==> src/rtl/mux2_arbiter.sv <==
`default_nettype none
// ============================================================================
// Module : mux2_arbiter
// Burst-locked round-robin arbiter driving the select of a shared 2:1 lane.
// Optional grant/stall statistics when MUX2_ARB_STATS_EN is defined.
// Rev    : 1.0
// ============================================================================
module mux2_arbiter #(
    parameter int WIDTH     = 8,
    parameter int MAX_BURST = 4
) (
    input  logic             clock,
    input  logic             reset,
    input  logic             io_in0_valid,
    output logic             io_in0_ready,
    input  logic [WIDTH-1:0] io_in0_bits,
    input  logic             io_in0_last,
    input  logic             io_in1_valid,
    output logic             io_in1_ready,
    input  logic [WIDTH-1:0] io_in1_bits,
    input  logic             io_in1_last,
    output logic             io_out_valid,
    input  logic             io_out_ready,
    output logic [WIDTH-1:0] io_out_bits,
    output logic             io_out_last,
    output logic             io_sel,
`ifdef MUX2_ARB_STATS_EN
    output logic [15:0]      io_grant_cnt0,
    output logic [15:0]      io_grant_cnt1,
    output logic [15:0]      io_stall_cnt,
`endif
    output logic             io_busy
);

    localparam int              CNT_W     = (MAX_BURST > 1) ? $clog2(MAX_BURST) : 1;
    localparam logic [CNT_W-1:0] LAST_BEAT = CNT_W'(MAX_BURST - 1);

    typedef enum logic [1:0] {
        IDLE   = 2'd0,
        GRANT0 = 2'd1,
        GRANT1 = 2'd2
    } state_t;

    state_t           state_q, state_d;
    logic             rr_ptr_q, rr_ptr_d;
    logic             sel_q, sel_d;
    logic [CNT_W-1:0] beat_cnt_q, beat_cnt_d;

    logic             xfer;
    logic             release_now;

    // Datapath follows the registered select, so it never glitches mid-grant.
    always_comb begin
        io_out_bits  = sel_q ? io_in1_bits : io_in0_bits;
        io_out_last  = sel_q ? io_in1_last : io_in0_last;
        io_out_valid = ((state_q == GRANT0) && io_in0_valid) ||
                       ((state_q == GRANT1) && io_in1_valid);
        io_in0_ready = (state_q == GRANT0) && io_out_ready;
        io_in1_ready = (state_q == GRANT1) && io_out_ready;
        io_sel       = sel_q;
        io_busy      = (state_q != IDLE);
    end

    assign xfer        = io_out_valid && io_out_ready;
    assign release_now = io_out_last || (beat_cnt_q == LAST_BEAT);

    always_comb begin
        state_d    = state_q;
        rr_ptr_d   = rr_ptr_q;
        sel_d      = sel_q;
        beat_cnt_d = beat_cnt_q;
        case (state_q)
            IDLE: begin
                if (io_in0_valid && (!io_in1_valid || !rr_ptr_q)) begin
                    state_d = GRANT0;
                    sel_d   = 1'b0;
                end else if (io_in1_valid) begin
                    state_d = GRANT1;
                    sel_d   = 1'b1;
                end
            end
            GRANT0, GRANT1: begin
                if (xfer) begin
                    if (release_now) begin
                        // Hand priority to the other side; a forced release
                        // therefore lets a waiting peer in before the remainder.
                        state_d    = IDLE;
                        rr_ptr_d   = ~sel_q;
                        beat_cnt_d = '0;
                    end else begin
                        beat_cnt_d = beat_cnt_q + 1'b1;
                    end
                end
            end
            default: begin
                state_d    = IDLE;
                beat_cnt_d = '0;
            end
        endcase
    end

    always_ff @(posedge clock or posedge reset) begin
        if (reset) begin
            state_q    <= IDLE;
            rr_ptr_q   <= 1'b0;
            sel_q      <= 1'b0;
            beat_cnt_q <= '0;
        end else begin
            state_q    <= state_d;
            rr_ptr_q   <= rr_ptr_d;
            sel_q      <= sel_d;
            beat_cnt_q <= beat_cnt_d;
        end
    end

`ifdef MUX2_ARB_STATS_EN
    logic [15:0] grant_cnt0_q, grant_cnt1_q, stall_cnt_q;
    logic        enter0, enter1, stall;

    assign enter0 = (state_q == IDLE) && (state_d == GRANT0);
    assign enter1 = (state_q == IDLE) && (state_d == GRANT1);
    assign stall  = io_out_valid && !io_out_ready;

    always_ff @(posedge clock or posedge reset) begin
        if (reset) begin
            grant_cnt0_q <= 16'd0;
            grant_cnt1_q <= 16'd0;
            stall_cnt_q  <= 16'd0;
        end else begin
            if (enter0 && (grant_cnt0_q != 16'hFFFF)) grant_cnt0_q <= grant_cnt0_q + 16'd1;
            if (enter1 && (grant_cnt1_q != 16'hFFFF)) grant_cnt1_q <= grant_cnt1_q + 16'd1;
            if (stall && (stall_cnt_q != 16'hFFFF))   stall_cnt_q  <= stall_cnt_q + 16'd1;
        end
    end

    assign io_grant_cnt0 = grant_cnt0_q;
    assign io_grant_cnt1 = grant_cnt1_q;
    assign io_stall_cnt  = stall_cnt_q;
`endif

endmodule
`default_nettype wire
==> config.mk <==
export PLATFORM = sky130hd
export DESIGN_NAME = mux2_arbiter
export DESIGN_NICKNAME = d
export VERILOG_FILES = /design/src/rtl/mux2_arbiter.sv
export SDC_FILE = /design/constraint.sdc
export NUM_CORES = 1
export LEC_CHECK = 0
export CAP_MARGIN = 20
export CORE_MARGIN = 2
export CORE_UTILIZATION = 32
export CTS_BUF_LIST = sky130_fd_sc_hd__clkbuf_16
export CTS_CLUSTER_SIZE = 40
export DETAILED_ROUTE_END_ITERATION = 12
export PLACE_DENSITY = 0.77
export SYNTH_ARGS = -nofsm -noshare
export SYNTH_HDL_FRONTEND = slang
export SYNTH_SLANG_ARGS = --single-unit
export TNS_END_PERCENT = 5
==> constraint.sdc <==
create_clock -name clock -period 1.5 [get_ports clock]
set_input_delay 0.225 -clock clock [delete_from_list [all_inputs] [get_ports clock]]
set_output_delay 0.225 -clock clock [all_outputs]
set_load 0.005 [all_outputs]
==> Word level (Yosys, flattened, before mapping) <==
Index checks and enable logic that the tools add are counted.
{ "word_totals": {"reg_bits": 6, "inputBits": 23, "out_inout_bits": 14, "word_cells": 44} }
{ "classes": {"n_addsub": 1, "n_eq_ne": 6, "muxes": 12, "n_bitwise": 2, "n_reduce_logical": 19} }
{ "op_table": {"columns": ["cell", "n"], "rows": [
  ["$mux 2", 6],
  ["$mux 8", 1],
  ["$pmux 2 s2", 2],
  ["$logic_and 1x1->1", 6],
  ["$reduce_and 3->1", 2],
  ["$eq 2x2->1 const B", 2],
  ["$ne 2x2->1 const B", 2],
  ["$reduce_and 2->1", 2],
  ["$reduce_bool 2->1", 2],
  ["$logic_or 1x1->1", 3],
  ["$mux 1", 3],
  ["$ne 3x3->1 const B", 1],
  ["$add 2x1->2 const B", 1],
  ["$eq 2x1->1 const B", 1],
  ["$logic_not 1->1", 2],
  ["$logic_not 2->1", 1],
  ["$not 1->1", 2],
  ["$reduce_or 2->1", 1]
]} }

==> Longest topological paths before layout <==
Gate-level depths: netlist of run 1.
{ "logic_depth": {"depth_word": 6, "depth_mapped": 6, "depth_no_buf": 6} }

==> Worst setup path before layout of run 1 <==
Ideal clock, no wire load.
{ "synth_timing": {"path_type": "reg-to-reg", "start": "register state_q[0]", "end": "register state_q[0]", "setup_time_ns": 0.078, "arrival_ns": 1.310, "t_required_ns": 1.422, "path_slack_ns": 0.112, "path_stages_with_launch": 7, "n_path_buf": 0, "synth_period_minus_slack_ns": 1.388, "path_cell_list": "dfrtp_1 -> inv_1 -> ha_1 -> inv_2 -> or3_1 -> nand3b_1 -> o2bb2ai_1"} }
{ "synth_between": {"elab_chain_cells": 6, "elab_cells_between_ends": 13, "classes_between": "eq/ne: 5; mux: 1; reduce/logical: 7"} }
{ "synth_lines": {"columns": ["element", "line", "source"], "rows": [
  ["start: declaration", "44", "state_t state_q, state_d;"],
  ["start signal: assignment", "109", "state_q <= state_d;"],
  ["$eq 2x1->1 / $eq 2x2->1 (equally long branches)", "56, 72, 57", null],
  ["$logic_and 1x1->1 (on tied branches)", "56, 57", null],
  ["$logic_or 1x1->1", "56", "io_out_valid = ((state_q == GRANT0) && io_in0_valid) ||"],
  ["$logic_and 1x1->1", "64", "assign xfer = io_out_valid && io_out_ready;"],
  ["$ne 2x2->1 (no source line)", null, null],
  ["$reduce_and 3->1 (no source line)", null, null]
]} }
Several ways; a longest one is shown, not always the timed one.
A chain may end at the register's enable or synchronous reset.

==> Worst setup path in the final report of run 1 <==
{ "layout_timing": {"start": "register state_q[1]", "end": "output port io_out_valid"} }
{ "layout_between": {"elab_chain_cells": 3, "elab_cells_between_ends": 5, "classes_between": "eq/ne: 2; reduce/logical: 3"} }
{ "layout_lines": {"columns": ["element", "line", "source"], "rows": [
  ["$eq 2x1->1 / $eq 2x2->1 (equally long branches)", "56, 57", null],
  ["$logic_and 1x1->1 (on tied branches)", "56, 57", null],
  ["$logic_or 1x1->1 *", "56", null],
  ["end: declaration", "22", "output logic io_out_valid,"]
]} }
Every way passes the cells marked *; elsewhere a longest branch is shown, timed or not.

==> impl_metrics.toml, run 1 <==
[run_status]
status = "finished, violations left"
violations = "negative setup slack"

[sta]
post-route-period-util_pct = 106
slew_violations = 0
skew_ns = 0.00200
worstMarginPinSlew_ns = 0.319
max-slew-margin-rel_pct = 78.6
period_minus_slack_ns = 1.59
finalHoldViolCount = 0
fmax_ghz = 0.627
rsz0062_at_grt = "yes"
setup_ws_ns = -0.0944
finalSetupViolations = 3

[detailed_routing]
wl_per_cell_um = 13.6
drt_wl_total_mm = 1.58
vias = 595
vias_per_cell = 5.13
ant_nets = 0
drcViolationCount = 0
drt-initial-drc-count = 11
first_pass_iters = 3

[floorplan]
coreArea_um2 = 1470
design.die.area_um2 = 1850
initial_core_util_pct = 33.2
die_w_um = 43.1
dieHeight_um = 43.1
ios = 37
rows = 14

[clock_tree]
clock_path_buffers = 2
clkTransAtPathRegs_ns = 0.03
htree_num_levels = 1
cts_root_buf = "clkbuf_16"
holdBufCountCts = 0
clock_sink_count = 6
clkLatencyLatePin_ns = 0.23
tritoncts = "built"
cts_buffers = 3

[yosys]
synthCells = 49
synth_enable_flop_cells = 0
yosysMostFrequentCell = "mux2_2"
synth_top_area_share_pct = 30.8
syn-num-nets = 76
yosys_most_used_dff = "dfrtp_1"
synth_area_um2 = 488
netlist_top_cells_area = "dfrtp_1, mux2_2, ha_1"
ys_warn_count = 0
yosysTopAreaCell = "dfrtp_1"
synthArstFlopShare_pct = 100
yosysSeqAreaShare_pct = 30.8
synth.ff_latch_count = 6
yosys-top-cells-count = "mux2_2, dfrtp_1, ha_1, inv_1"
yosys.cell_types.count = 23
avgSynthCellArea_um2 = 9.96

[critical_path]
crit_path_max_incr_delay_ns = 0.38
worstSetupPathType = "flop to output pin"
crit_path_end_kind = "output pin"
crit_arrival_ns = 1.37
cpLargestDelayFamily = "flip-flops"
path_max_fanout = 3
cp.required_ns = 1.27
path_buf_inv = 2
crit_chain = "inv_2 > ha_2 > a22o_4 > dlygate4sd2_1"
setup.worst_path.start_class = "flop"
cp_slowest_cell = "dfrtp_1"

[place]
io_buffer_count = 36
place_inst = 108
globalplace.congestion = 0.695
place_area_um2 = 923
dp_hpwl_mm = 1.13

[worst_hold_path]
worst_hold_path_type = "input pin to asynchronous set/reset pin"

[final_layout]
drive_above_1_share_pct = 45.0
fin_nets = 129
n_antenna_cell = 0
finalInstanceArea_um2 = 1050
fillers = 121
syn_to_final_growth_pct = 115
final_cells = 116

[pwr]
max-vdd-ir-drop_v = 0.000915
p_leak_uw = 0.000506
powerDensity_nw_per_um2 = 1700

[global_routing]
grt_pass1_wl_mm = 2.90
grt_max_degree = 7
grt_pass1_vias = 698
grt_overflow = 0
grt_use_total_pct = 21.0
antenna_found_initial = 0

[run]
maxCapViolCount = 0
[cell families after synthesis]
| kind of cell | share of synthesized area, % |
|---|---|
| multiplexers | 20.5 |
| adder cells (fa/ha/maj) | 10.3 |
| AO/OA/AOI/OAI | 22.1 |
| flip-flops | 30.8 |
| AND/OR/NAND/NOR | 10.8 |
| buffers and inverters | 5.64 |
[layout make-up]
cell class	count	area (µm²)	share of cell area, %
Tap cell	16	20.0	1.91
Inverter	6	22.5	2.15
Sequential cell	6	151	14.4
Timing Repair Buffer	49	429	40.9
Clock buffer	3	75.1	7.16
Multi-Input combinational cell	36	350	33.4
[path summary, 6_finish.rpt]
check	start	endpoint	slack, ns	cells past startpoint
max	state_q[1]	io_out_valid	-0.09	4
min	reset	state_q[0]	0.21	2
max reg2reg	state_q[1]	state_q[1]	0.06	6
min reg2reg	beat_cnt_q[0]	beat_cnt_q[0]	0.51	1
max in group asynchronous	reset	io_sel	1.08	2
min in group clock	beat_cnt_q[0]	beat_cnt_q[0]	0.51	1
[sequential cells by signal, indices dropped and copies added, names as in the netlist]
register,flops
state_q,2
rr_ptr_q,1
io_sel,1
beat_cnt_q,2
[layout by cell type (no fill, tap or decap), drive strengths merged]
master,n
clkbuf,10
nor2b,1
dfrtp,6
mux2,8
nor2,1
o31ai,1
dlymetal6s2s,2
dlygate4sd2,5
a21oi,1
or3,1
inv,6
and2,2
a211oi,1
o21ai,3
a22o,1
buf,13
clkdlybuf4s50,22
o2bb2ai,2
o41ai,1
a21boi,1
nand2,3
o2111ai,2
nand3b,1
nand3,1
mux2i,1
ha,4
[what timing repair did]
item | 4_1_cts | 5_1_grt
setup buffers | 4 | 1
gates resized for setup | 28 | 15
pin swaps | 1 | 3
setup endpoints to repair | 18 | 17
[routing by layer]
metal  global-route usage [%]  wire, µm  vias up  part of all wire, %
met3                     5.53       149        5                  9.4
met2                     35.2       760       38                   48
li1                         -         -      283                    -
met1                     24.7       643      269                   41
met5                        0         0        -                    0
met4                     10.3        29        0                  1.8
[stage by stage]
step           power [µW]  setup TNS, ns  util (%)  setup WS (ns)  hold WS (ns)
2_1_floorplan         752              0         -          0.112        0.0160
3_3_place_gp         1200          -1.67      62.8         -0.165         0.456
3_5_place_dp         1220          -1.79      62.8         -0.168         0.469
4_1_cts              1770         -0.388      71.6         -0.157         0.226
5_1_grt              1900         -0.444      71.3         -0.146         0.249
6_report             1780         -0.209      71.3        -0.0944         0.212
[where the power goes]
group          internal (µW)  switching, µW  total [µW]
Sequential               228           60.6         289
Clock                    342           89.2         431
Combinational            622            437        1060
Power figures use the tool's default switching activity.
==> run 2: changes to the inputs <==
Settings changed: CORE_MARGIN 2 to not set, GPL_TIMING_DRIVEN set to 0, TNS_END_PERCENT 5 to not set.
==> impl_metrics.toml, run 2 (synthesized netlist as in run 1, its figures left out) <==
[run_status]
status = "finished, violations left"
violations = "negative setup slack"

[clock_tree]
clkLatencyLatePin_ns = 0.23
htree_num_levels = 1
cts_root_buf = "clkbuf_16"
clock_sink_count = 6
clkTransAtPathRegs_ns = 0.03
holdBufCountCts = 0
cts_buffers = 3
tritoncts = "built"
clock_path_buffers = 2

[critical_path]
reg2reg_from = "state_q[1]"
cp.required_ns = 1.27
timing.rr.end = "beat_cnt_q[0]"
cpLargestDelayFamily = "flip-flops"
worstSetupStartpoint = "io_sel"
cp_slowest_cell = "dfrtp_2"
r2r_cells = 6
path_max_fanout = 4
worstSetupPathType = "flop to output pin"
crit_path_max_incr_delay_ns = 0.45
crit_top_cell = "buf_6"
crit_arrival_ns = 1.35
path_buf_inv = 3
crit_chain = "buf_6 > buf_6 > mux2_4 > buf_6"
reg2reg_slack_ns = 0.01
crit_path_end_kind = "output pin"
setup.worst_path.start_class = "flop"

[sta]
fmax_ghz = 0.636
skew_ns = 0.00206
rsz0062_at_grt = "yes"
period_minus_slack_ns = 1.57
post-route-period-util_pct = 105
finalSetupViolations = 7
finalHoldViolCount = 0
slew_violations = 0
max-slew-margin-rel_pct = 77.8
worstMarginPinSlew_ns = 0.330
setup_ws_ns = -0.0725

[place]
place_area_um2 = 867
dp_hpwl_mm = 1.01
place_inst = 100
pre_cts_slack_ns = -0.209
io_buffer_count = 36
globalplace.congestion = 0.683

[floorplan]
coreArea_um2 = 1370
design.die.area_um2 = 1690
rows = 13
ios = 37
dieHeight_um = 41.1
initial_core_util_pct = 35.7
die_w_um = 41.1

[global_routing]
grt_overflow = 0
grt_use_total_pct = 23.6
grt_pass1_wl_mm = 2.51
grt_max_degree = 8
grt_pass1_vias = 604
antenna_found_initial = 0

[pwr]
power_uw = 2040
max-vdd-ir-drop_v = 0.00116
powerDensity_nw_per_um2 = 1830
p_leak_uw = 0.000546

[worst_hold_path]
worst_hold_path_type = "input pin to asynchronous set/reset pin"

[final_layout]
top_regs = "beat_cnt_q (2), state_q (2)"
n_antenna_cell = 0
layout_commonest_cell = "clkdlybuf4s50_1"
fin_nets = 133
layout_common_cells = "clkdlybuf4s50_1, buf_4, buf_6, mux2_2, dfrtp_1"
drive_above_1_share_pct = 49.0
finalInstanceArea_um2 = 1110
final_cells = 119
syn_to_final_growth_pct = 128

[run]
maxCapViolCount = 0

[detailed_routing]
drt_wl_total_mm = 1.71
vias_per_cell = 5.22
vias = 621
drt-initial-drc-count = 7
wl_per_cell_um = 14.4
ant_nets = 0
first_pass_iters = 4
drcViolationCount = 0
==> run 2: power by group <==
part | leakage [µW] | internal (µW) | total (µW) | switching (µW)
Clock | 0.0000370 | 342 | 434 | 91.8
Combinational | 0.000432 | 811 | 1300 | 494
Sequential | 0.0000769 | 228 | 302 | 73.7
==> run 2: worst max path at each step <==
stage | to | slack (ns) | cells past startpoint
5_1_grt | io_out_bits[5] | -0.10 | 4
2_1_floorplan | state_q[0] | 0.11 | 6
3_5_place_dp | io_out_valid | -0.21 | 3
3_3_place_gp | io_out_valid | -0.20 | 3
6_report | io_out_bits[0] | -0.07 | 4
4_1_cts | io_in0_ready | -0.19 | 4
==> run 2: what timing repair did <==
| action | in CTS | in global routing |
|---|---|---|
| pin swaps | 0 | 3 |
| gates resized for setup | 40 | 24 |
| endpoints found under the setup margin | 15 | 17 |
| cloned | 1 | 0 |
| buffers inserted | 11 | 5 |
==> run 2: cell type report <==
class	instances	area, µm²
plain buffers	1	11.3
clock buffers	3	75.1
fillers	81	253
inverters	6	22.5
multi-input cells	36	368
flip-flops and latches	6	151
well taps	15	18.8
repair buffers	52	467
==> run 2: stage by stage <==
stage                     util, %  setup TNS (ns)  hold WS (ns)
after floorplan                 -               0        0.0160
after global placement       63.5           -1.87         0.456
after detailed placement     63.5           -1.94         0.472
after CTS                    75.9           -1.03         0.233
after global routing         81.5          -0.684         0.246
final                        81.5          -0.360         0.229
==> run 2: metal layers <==
metal  vias up  part of all wire (%)  track usage [%]
li1        292                     -                -
met1       279                    39             23.1
met2        45                    50             44.5
met3         5                    10             7.07
met4         0                   1.6             10.0
met5         -                     0                0
==> run 3: changes to the inputs <==
Settings changed: CORE_MARGIN set to 2.
==> impl_metrics.toml, run 3 (synthesized netlist as in run 1, its figures left out) <==
[global_routing]
grt_pass1_wl_mm = 2.73
grt_max_degree = 8
grt_pass1_vias = 664
grt_overflow = 0
antenna_found_initial = 0
grt_use_total_pct = 20.5

[pwr]
p_leak_uw = 0.000522
powerDensity_nw_per_um2 = 1840
max-vdd-ir-drop_v = 0.00110

[sta]
period_minus_slack_ns = 1.69
fmax_ghz = 0.591
max-slew-margin-rel_pct = 77.8
finalHoldViolCount = 0
skew_ns = 0.00264
setup_ws_ns = -0.192
finalSetupViolations = 12
slew_violations = 0
worstMarginPinSlew_ns = 0.328
post-route-period-util_pct = 113
hold_ws_ns = 0.219
rsz0062_at_grt = "yes"

[critical_path]
crit_top_cell = "inv_2"
setup.worst_path.start_class = "flop"
crit_arrival_ns = 1.47
path_max_fanout = 7
crit_path_max_incr_delay_ns = 0.50
timing.rr.end = "state_q[0]"
cp_slowest_cell = "clkdlybuf4s50_1"
reg2reg_slack_ns = -0.05
cpLargestDelayFamily = "buffers and inverters"
crit_chain = "inv_2 > ha_2 > inv_2 > clkdlybuf4s50_1"
reg2reg_from = "state_q[0]"
crit_path_end_kind = "output pin"
worstSetupStartpoint = "state_q[0]"
path_depth = 4
worstSetupPathType = "flop to output pin"
path_buf_inv = 3
cp.required_ns = 1.27
r2r_cells = 6

[final_layout]
syn_to_final_growth_pct = 125
layout_commonest_cell = "clkdlybuf4s50_1"
layout_common_cells = "clkdlybuf4s50_1, buf_6, mux2_4, dfrtp_1, buf_4"
drive_above_1_share_pct = 41.8
n_antenna_cell = 0
fin_nets = 127
top_regs = "beat_cnt_q (2), state_q (2)"
fillers = 107
postLayoutCoreUtil_pct = 74.7

[floorplan]
ios = 37
rows = 14
die_w_um = 43.1
dieHeight_um = 43.1
coreArea_um2 = 1470
design.die.area_um2 = 1850
initial_core_util_pct = 33.2

[clock_tree]
clkLatencyLatePin_ns = 0.23
holdBufCountCts = 0
cts_root_buf = "clkbuf_16"
htree_num_levels = 1
clkTransAtPathRegs_ns = 0.04
clock_sink_count = 6
tritoncts = "built"
cts_buffers = 3
clock_path_buffers = 2

[detailed_routing]
drcViolationCount = 0
drt_wl_total_mm = 1.69
vias = 588
first_pass_iters = 2
wl_per_cell_um = 14.8
drt-initial-drc-count = 3
vias_per_cell = 5.16
ant_nets = 0

[place]
globalplace.congestion = 0.703
dp_hpwl_mm = 1.11
io_buffer_count = 36

[run_status]
violations = "negative setup slack"
status = "finished, violations left"

[worst_hold_path]
worst_hold_path_type = "input pin to asynchronous set/reset pin"

[run]
maxCapViolCount = 0
[run 3: area by class of cell]
| type | count | area (µm²) | share of cell area, % |
|---|---|---|---|
| Clock buffer | 3 | 75.1 | 6.83 |
| Timing Repair Buffer | 46 | 455 | 41.4 |
| Inverter | 6 | 22.5 | 2.05 |
| Buffer | 1 | 11.3 | 1.02 |
| Multi-Input combinational cell | 36 | 365 | 33.2 |
| Tap cell | 16 | 20.0 | 1.82 |
| Sequential cell | 6 | 150 | 13.7 |
[run 3: how the worst max path moves through the flow]
| stage | end | slack, ns |
|---|---|---|
| 2_1_floorplan | state_q[0] | 0.11 |
| 3_3_place_gp | io_out_valid | -0.20 |
| 3_5_place_dp | io_out_valid | -0.21 |
| 4_1_cts | io_in1_ready | -0.19 |
| 5_1_grt | io_busy | -0.25 |
| 6_report | io_busy | -0.19 |
[run 3: where the power goes]
group | leakage, µW | switching, µW | internal [µW] | total, µW
Combinational | 0.000407 | 504 | 799 | 1300
Clock | 0.0000370 | 95.9 | 343 | 439
Sequential | 0.0000780 | 61.4 | 225 | 287
[run 3: metrics by stage]
step	instance area, µm²	setup TNS (ns)	total power (µW)	cells	setup WS (ns)
4_1_cts	1050	-0.961	1930	116	-0.192
6_report	1100	-0.866	2030	114	-0.192
2_1_floorplan	488	0	752	49	0.112
5_1_grt	1100	-1.45	2140	114	-0.253
3_5_place_dp	868	-1.98	1150	101	-0.211
3_3_place_gp	868	-1.84	1130	101	-0.205
[run 3: per-layer routing]
metal  vias to the layer above  global-route usage [%]  share of wire, %
li1                        278                       -                 -
met1                       267                    21.1                38
met5                         -                       0                 0
met4                         0                    12.7               2.3
met2                        38                    36.4                49
met3                         5                    5.11                11
[run 3: what timing repair did]
action                     4_1_cts  5_1_grt
setup endpoints to repair       15       18
cloned                           1        0
pin swaps                        0        2
setup buffers                   11        1
resized for setup               50       20
